`config.mk`:
```
export PLATFORM = sky130hd
export DESIGN_NAME = pc_sequencer
export DESIGN_NICKNAME = d
export VERILOG_FILES = /design/src/rtl/pc_sequencer.sv
export SDC_FILE = /design/constraint.sdc
export NUM_CORES = 1
export LEC_CHECK = 0
export CAP_MARGIN = 20
export CORE_MARGIN = 2
export CORE_UTILIZATION = 55
export CTS_BUF_LIST = sky130_fd_sc_hd__clkbuf_4 sky130_fd_sc_hd__clkbuf_8
export CTS_CLUSTER_DIAMETER = 200
export DETAILED_ROUTE_END_ITERATION = 7
export GPL_ROUTABILITY_DRIVEN = 0
export HOLD_SLACK_MARGIN = 0.1
export PLACE_DENSITY_LB_ADDON = 0.12
export REMOVE_ABC_BUFFERS = 1
export SYNTH_ARGS = -nofsm -noshare
export SYNTH_HDL_FRONTEND = slang
export SYNTH_SLANG_ARGS = --single-unit
```
`constraint.sdc`:
```
create_clock -name clk -period 6.7 [get_ports clk]
set_clock_uncertainty 0.1 [all_clocks]
set_input_delay 0.67 -clock clk [delete_from_list [all_inputs] [get_ports clk]]
set_output_delay 0.67 -clock clk [all_outputs]
set_load 0.03 [all_outputs]
```
`src/rtl/pc_sequencer.sv`:
```
// Fetch-address sequencer: sequential fetch, prioritised trap/mret/branch redirects,
// single pending-redirect slot while the instruction memory or a hazard holds the pc.
module pc_sequencer #(
  parameter logic [31:0] RESET_VEC    = 32'h0000_0000,
  parameter int unsigned FLUSH_CYCLES = 1
) (
  input  logic        clk,
  input  logic        rst,
  input  logic        stall,
  input  logic        br_taken,
  input  logic [31:0] br_target,
  input  logic        trap_req,
  input  logic [31:0] trap_vec,
  input  logic        mret_req,
  input  logic [31:0] mret_epc,
  input  logic        imem_ready,
  output logic [31:0] pc,
  output logic        imem_req,
  output logic        flush,
  output logic        redirect
);

  localparam int unsigned XLEN   = 32;
  localparam int unsigned PRIO_W = 2;
  localparam int unsigned CNT_W  = 2;

  localparam logic [PRIO_W-1:0] PRIO_NONE = PRIO_W'(0);
  localparam logic [PRIO_W-1:0] PRIO_BR   = PRIO_W'(1);
  localparam logic [PRIO_W-1:0] PRIO_MRET = PRIO_W'(2);
  localparam logic [PRIO_W-1:0] PRIO_TRAP = PRIO_W'(3);
  localparam logic [CNT_W-1:0]  CNT_LOAD  = CNT_W'(FLUSH_CYCLES - 1);

  typedef enum logic [1:0] {BOOT, FETCH, REDIR_WAIT, FLUSH} state_t;

  state_t            state;
  logic [PRIO_W-1:0] pend_prio;
  logic [XLEN-1:0]   pend_tgt;
  logic [CNT_W-1:0]  cnt;

  logic [PRIO_W-1:0] arr_prio;
  logic [XLEN-1:0]   arr_tgt;
  logic              arriving;
  logic              go;
  logic              upgrade;
  logic [XLEN-1:0]   eff_tgt;

  // Select the highest-priority redirect presented this cycle.
  always_comb begin
    arr_prio = PRIO_NONE;
    arr_tgt  = br_target;
    if (trap_req) begin
      arr_prio = PRIO_TRAP;
      arr_tgt  = trap_vec;
    end else if (mret_req) begin
      arr_prio = PRIO_MRET;
      arr_tgt  = mret_epc;
    end else if (br_taken) begin
      arr_prio = PRIO_BR;
      arr_tgt  = br_target;
    end
  end

  assign arriving = (arr_prio != PRIO_NONE) && (state != BOOT);
  assign go       = imem_ready && !stall;
  assign upgrade  = arriving && (arr_prio > pend_prio);
  assign eff_tgt  = upgrade ? arr_tgt : pend_tgt;

  // Squash covers the arrival cycle itself, so it cannot wait for a clock edge.
  assign flush = arriving || (state == REDIR_WAIT) || (state == FLUSH);

  always_ff @(posedge clk or negedge rst) begin
    if (!rst) begin
      state     <= BOOT;
      pc        <= RESET_VEC;
      imem_req  <= 1'b0;
      redirect  <= 1'b0;
      pend_prio <= PRIO_NONE;
      pend_tgt  <= XLEN'(0);
      cnt       <= CNT_W'(0);
    end else begin
      redirect <= 1'b0;
      case (state)
        BOOT: begin
          state    <= FETCH;
          imem_req <= 1'b1;
        end
        FETCH, FLUSH: begin
          if (arriving) begin
            if (go) begin
              pc       <= arr_tgt;
              redirect <= 1'b1;
              state    <= FLUSH;
              cnt      <= CNT_LOAD;
            end else begin
              pend_prio <= arr_prio;
              pend_tgt  <= arr_tgt;
              state     <= REDIR_WAIT;
            end
          end else if (!stall) begin
            if (imem_ready) pc <= pc + XLEN'(4);
            if (state == FLUSH) begin
              if (cnt == CNT_W'(0)) state <= FETCH;
              else                  cnt   <= cnt - CNT_W'(1);
            end
          end
        end
        REDIR_WAIT: begin
          if (go) begin
            pc        <= eff_tgt;
            redirect  <= 1'b1;
            pend_prio <= PRIO_NONE;
            state     <= FLUSH;
            cnt       <= CNT_LOAD;
          end else if (upgrade) begin
            pend_prio <= arr_prio;
            pend_tgt  <= arr_tgt;
          end
        end
        default: state <= BOOT;
      endcase
    end
  end

endmodule
```
==> results of run 1 <==
## cells by family after synthesis
| group | Yosys count | synth area share (%) |
|---|---|---|
| AOI/OAI and AO/OA | 176 | 21.7 |
| DFF | 72 | 34.7 |
| adders and majority gates | 4 | 0.965 |
| muxes | 82 | 16.7 |
| xor gates and xnor gates | 5 | 0.844 |
| and+or+nand+nor | 207 | 19.8 |
| buffers and inverters | 62 | 5.23 |
## layer usage
metal  share of wire [%]  wire, microns
met2                  48           7730
met5                   0              0
met3                 9.2           1490
met4                 3.5            574
met1                  40           6430
## layout by cell type (no fill, tap or decap), types with 3 or more instances in the layout
cell type          n
a21oi_1           29
a221o_1            3
a221oi_1           3
a22oi_1            4
a311oi_1          11
a31oi_1            8
and2_1             8
and3_1             7
and4_1             3
buf_2              3
buf_4             11
clkbuf_8          11
clkdlybuf4s50_1  134
dfrtp_1           72
ha_1               4
inv_1             14
mux2_2            36
mux2i_1           46
nand2_1           70
nand2b_1           8
nand3_1           16
nand4_1           10
nor2_1            40
nor2b_1            3
nor3_1            12
nor4_1            10
o211ai_1           4
o21a_1             3
o21ai_0           70
o221ai_1           3
o22a_1             6
o22ai_1            3
o31ai_1            4
o32ai_1            4
or2_2              4
xnor2_1            3
## sequential cells by signal, indices dropped and copies added, names as in the netlist
name,count
cnt,2
imem_req,1
pc,32
pend_prio,2
pend_tgt,32
redirect,1
state,2
## stage by stage
step	utilization (%)	cell area (sq um)	worst slack, ns
global placement	71.2	6550	2.81
finish	73.6	6770	2.76
detailed placement	71.3	6560	2.67
floorplan	-	4970	2.50
CTS	73.6	6770	2.77
global route	73.6	6770	2.64
## power breakdown
group | internal [mW] | total [mW] | switching [mW]
clock | 0.200 | 0.363 | 0.163
combinational | 0.612 | 1.41 | 0.795
sequential | 0.637 | 0.895 | 0.258
## worst paths after layout
path | to | start | slack (ns)
worst max-delay path | flush | trap_req | 2.76
worst min register to register | pend_tgt[25] | pend_tgt[25] | 0.38
max in group asynchronous | pc[15] | rst | 5.47
worst max register to register | pend_tgt[11] | state[0] | 3.24
min in group asynchronous | cnt[1] | rst | 0.44
worst min-delay path | pend_tgt[25] | pend_tgt[25] | 0.38
## layout make-up
type                    instances  area, sq um  area share, %
inverters                      14         52.6          0.777
clock buffers                  13          166           2.46
repair buffers                148         1440           21.3
clock inverters                 3         40.0          0.592
well taps                     111          139           2.05
multi-input cells             474         3130           46.2
flip-flops and latches         72         1800           26.6
## tightest hold or removal path, stage by stage, from the launching register on
cell and delay (ns):
dfrtp_1 0.34, nand2_1 0.05, o21ai_0 0.06
==> results.json, run 1 <==
{
  "holdWs_ns": 0.376,
  "dp_hpwl_mm": 11.1,
  "yosysTopAreaCell": "dfrtp_1",
  "clkSinkCount": 72,
  "synth_cell_types": 63,
  "drt_first_iter_violations": 457,
  "period_share_pct": 58.8,
  "report.power.total_mw": 2.67,
  "drc": 0,
  "crit_path_top_delay_cell": "clkdlybuf4s50_1",
  "overflow": 0,
  "synth_seq_cells": 72,
  "port_buffers": 137,
  "cp.arrival_ns": 3.17,
  "cp_max_fo": 39,
  "synthTopCellsByCount": "dfrtp_1 (72), nand2_1 (70), o21ai_0 (70)",
  "start_util_pct": 56.4,
  "grt_max_degree": 73,
  "netlist_area_sq_mm": 0.00519,
  "fmax_mhz": 254,
  "n_antenna_cell": 0,
  "cts-root-buf": "clkbuf_8",
  "p_leak_nw": 2.78,
  "syn_avg_cell_area_sq_um": 8.53,
  "rows": 35,
  "dr.pass1.iters": 5,
  "crit_type": "input pin to output port",
  "tightest_slew_ns": 1.00,
  "core-area_sq_mm": 0.00920,
  "syn_inst": 608,
  "cts_made_buffers": 9,
  "fill_cells": 713,
  "finalHoldViolCount": 0,
  "yosys-top-cells-area": "dfrtp_1 (35%), mux2i_1 (8.9%), mux2_2 (7.8%), o21ai_0 (6.8%), nand2_1 (5.1%)",
  "htreeDepth": 3,
  "antenna_found_initial": 0,
  "ant_nets": 0,
  "stdcell_count": 835,
  "clkSlewWorstSetupHoldPaths_ns": 0.07,
  "cts_setup_buffers": 0,
  "hold_class": "flip-flop to flip-flop",
  "cts_buffer_depth": 2,
  "vias": 5490,
  "grt-busiest-layer": "met2",
  "gr-usage-met3_pct": 4.49,
  "tns_ns": 0,
  "clkLatencyLatePin_ns": 0.35,
  "synth_edf_count": 0,
  "routed_via_density": 6.57,
  "slew_headroom_pct": 32.7,
  "drive_above_1_share_pct": 10.9,
  "rr_worst_depth": 5,
  "end_kind": "output port",
  "startpoint_type": "input pin",
  "worstSetupPathDepth": 6,
  "wire_per_inst_microns": 19.4,
  "ys.flop_type": "dfrtp_1",
  "slew_viol_final": 0,
  "cts_resized": 0,
  "synth_top_area_share_pct": 34.7,
  "io_pins": 138,
  "syn_to_final_growth_pct": 30.4,
  "die_area_sq_mm": 0.0102,
  "crit_buf_inv": 3,
  "die_h_microns": 101,
  "synth_warnings": 0,
  "met1_usage_pct": 41.8,
  "ys_seq_area_share_pct": 34.7,
  "max_cap_violations": 0,
  "rsz0062_at_grt": "no",
  "cts_tree": "built",
  "drt_wl_total_mm": 16.2,
  "cp_slowest_stage_delay_ns": 0.68,
  "track_usage_pct": 31.9,
  "holdBufCountCts": 0,
  "crit_family": "buffers and inverters",
  "yosys.cell_count.top_type": "dfrtp_1",
  "p_per_area_mw_per_mm2": 394,
  "grt_pass1_wl_mm": 25.6,
  "hold_depth": 2,
  "die_w_microns": 101,
  "crit_required_ns": 5.93,
  "irDropWorstVdd_mv": 0.234,
  "met2_usage_pct": 52.8,
  "worstPathCellList": "buf_2 > buf_4 > or3_4 > nand2_1 > nand2b_1 > clkdlybuf4s50_1",
  "grt_pass1_vias": 5134,
  "synthArstFlopShare_pct": 100,
  "status": "complete, no violations",
  "fin_nets": 826,
  "finalSetupViolCount": 0,
  "dp_cells": 819,
  "period_needed_ns": 3.94
}
Note: power is estimated with default switching activity, not from simulation.
==> run 2, diff against run 1 <==
--- a/config.mk
+++ b/config.mk
@@ -7,7 +7,7 @@
 export LEC_CHECK = 0
 export CAP_MARGIN = 20
 export CORE_MARGIN = 2
-export CORE_UTILIZATION = 55
+export CORE_UTILIZATION = 51
 export CTS_BUF_LIST = sky130_fd_sc_hd__clkbuf_4 sky130_fd_sc_hd__clkbuf_8
 export CTS_CLUSTER_DIAMETER = 200
 export DETAILED_ROUTE_END_ITERATION = 7
==> constraint.sdc (replaced) <==
create_clock -name clk -period 4.11 [get_ports clk]
set_clock_uncertainty 0.1 [all_clocks]
set_input_delay 0.411 -clock clk [delete_from_list [all_inputs] [get_ports clk]]
set_output_delay 0.411 -clock clk [all_outputs]
set_load 0.03 [all_outputs]
==> run 2 against run 1 <==
  * Global-route usage decreased by 2.6 points
  * Hold slack got worse by 0.047 ns
  * First-iteration DRC count decreased by 15%
  * Sequential power increased by 60%
  * Critical path type unchanged
  * Critical endpoint unchanged
  * Register-to-register slack got worse by 1.9 ns
  * Highest routed layer unchanged
==> results.json, run 2 (same netlist as run 1, synthesis figures left out) <==
{
  "syn_to_final_growth_pct": 32.0,
  "fill_cells": 838,
  "crit_type": "input pin to output port",
  "drt_wl_total_mm": 16.0,
  "antenna_found_initial": 0,
  "core-area_sq_mm": 0.00982,
  "drive_above_1_share_pct": 11.4,
  "crit_buf_inv": 2,
  "port_buffers": 137,
  "holdBufCountCts": 0,
  "startpoint_type": "input pin",
  "rsz0062_at_grt": "no",
  "max_cap_violations": 0,
  "track_usage_pct": 29.3,
  "end_kind": "output port",
  "die_h_microns": 105,
  "cts_setup_buffers": 0,
  "ant_nets": 0,
  "clkSinkCount": 72,
  "crit_required_ns": 3.60,
  "grt_pass1_wl_mm": 25.8,
  "finalHoldViolCount": 0,
  "cp_slowest_stage_delay_ns": 0.65,
  "dp_hpwl_mm": 11.5,
  "drc": 0,
  "irDropWorstVdd_mv": 0.273,
  "htreeDepth": 3,
  "dr.pass1.iters": 5,
  "start_util_pct": 52.8,
  "clkLatencyLatePin_ns": 0.37,
  "clkSlewWorstSetupHoldPaths_ns": 0.07,
  "slew_headroom_pct": 25.7,
  "worstPathCellList": "clkdlybuf4s50_1 > or3_4 > nand2_1 > nand2b_1 > clkdlybuf4s50_1",
  "final_cell_mix": "clkdlybuf4s50_1 (134), dfrtp_1 (72), nand2_1 (70), o21ai_0 (70), mux2i_1 (46)",
  "reg.largest.list": "pc (32), pend_tgt (32)",
  "tns_ns": 0,
  "grt_pass1_vias": 5260,
  "hold_class": "input pin to asynchronous set/reset pin",
  "final_common_cell": "clkdlybuf4s50_1",
  "p_per_area_mw_per_mm2": 632,
  "cp_max_fo": 13,
  "period_share_pct": 70.6,
  "rr_worst_depth": 5,
  "fin_nets": 833,
  "crit_path_top_delay_cell": "clkdlybuf4s50_1",
  "die_area_sq_mm": 0.0110,
  "cts_tree": "built",
  "fmax_mhz": 345,
  "io_pins": 138,
  "overflow": 0,
  "crit_top_cell": "clkdlybuf4s50_1",
  "n_antenna_cell": 0,
  "worstSetupPathDepth": 5,
  "routed_via_density": 6.21,
  "p_leak_nw": 2.81,
  "holdWs_ns": 0.329,
  "slew_viol_final": 0,
  "crit_family": "buffers and inverters",
  "cts-root-buf": "clkbuf_8",
  "cts_made_buffers": 9,
  "grt_max_degree": 48,
  "cts_buffer_depth": 2,
  "die_w_microns": 105,
  "wire_per_inst_microns": 18.5,
  "rows": 36,
  "status": "complete, no violations",
  "finalSetupViolCount": 0,
  "cts_resized": 0,
  "period_needed_ns": 2.90,
  "tightest_slew_ns": 1.10,
  "cp.arrival_ns": 2.39,
  "vias": 5351,
  "drt_first_iter_violations": 389
}
[run 2: layout make-up]
cell class                      count  area (sq um)  share of cell area (%)
Multi-Input combinational cell    474          3130                    45.7
Sequential cell                    72          1800                    26.3
Timing Repair Buffer              155          1510                    22.0
Tap cell                          133           166                    2.43
Clock buffer                       11           151                    2.21
Inverter                           14          52.6                   0.767
Clock inverter                      3          42.5                   0.621
[run 2: metal layers]
layer	vias to the layer above	track usage [%]	routed length, microns
li1	2488	-	-
met1	2537	36.1	6440
met2	296	50.2	7820
met3	30	6.30	1370
met4	0	11.5	316
met5	-	0	0
[run 2: worst register-to-register path, cell delays in order, from the launching register on]
cell	delay (ns)
dfrtp_1	0.70
nor2_1	0.29
a21oi_1	0.78
nand2_1	0.32
a311oi_1	0.34
a311oi_1	0.09
[run 2: power breakdown]
group	leakage (nW)	switching [mW]	internal, mW
clock network	0.0973	0.265	0.306
logic	1.85	1.31	1.02
registers	0.861	0.389	1.04
total	2.81	1.96	2.37
[run 2: through the flow]
step	cell area [sq um]	setup WS [ns]	total power, mW	std cells	util, %
3_5_place_dp	6620	1.04	3.73	846	67.5
6_report	6850	1.21	4.33	862	69.7
4_1_cts	6820	1.24	4.31	860	69.4
3_3_place_gp	6620	1.13	3.64	846	67.5
5_1_grt	6850	1.10	4.60	862	69.7
2_1_floorplan	4970	0.171	2.80	560	-
[run 2: final timing paths]
path | to | slack [ns] | start
max | flush | 1.21 | br_taken
min | pc[28] | 0.33 | rst
max reg2reg | pc[27] | 1.38 | state[0]
min reg2reg | pend_tgt[25] | 0.38 | pend_tgt[25]
max in group asynchronous | pend_tgt[13] | 2.97 | rst
min in group clk | pend_tgt[25] | 0.38 | pend_tgt[25]
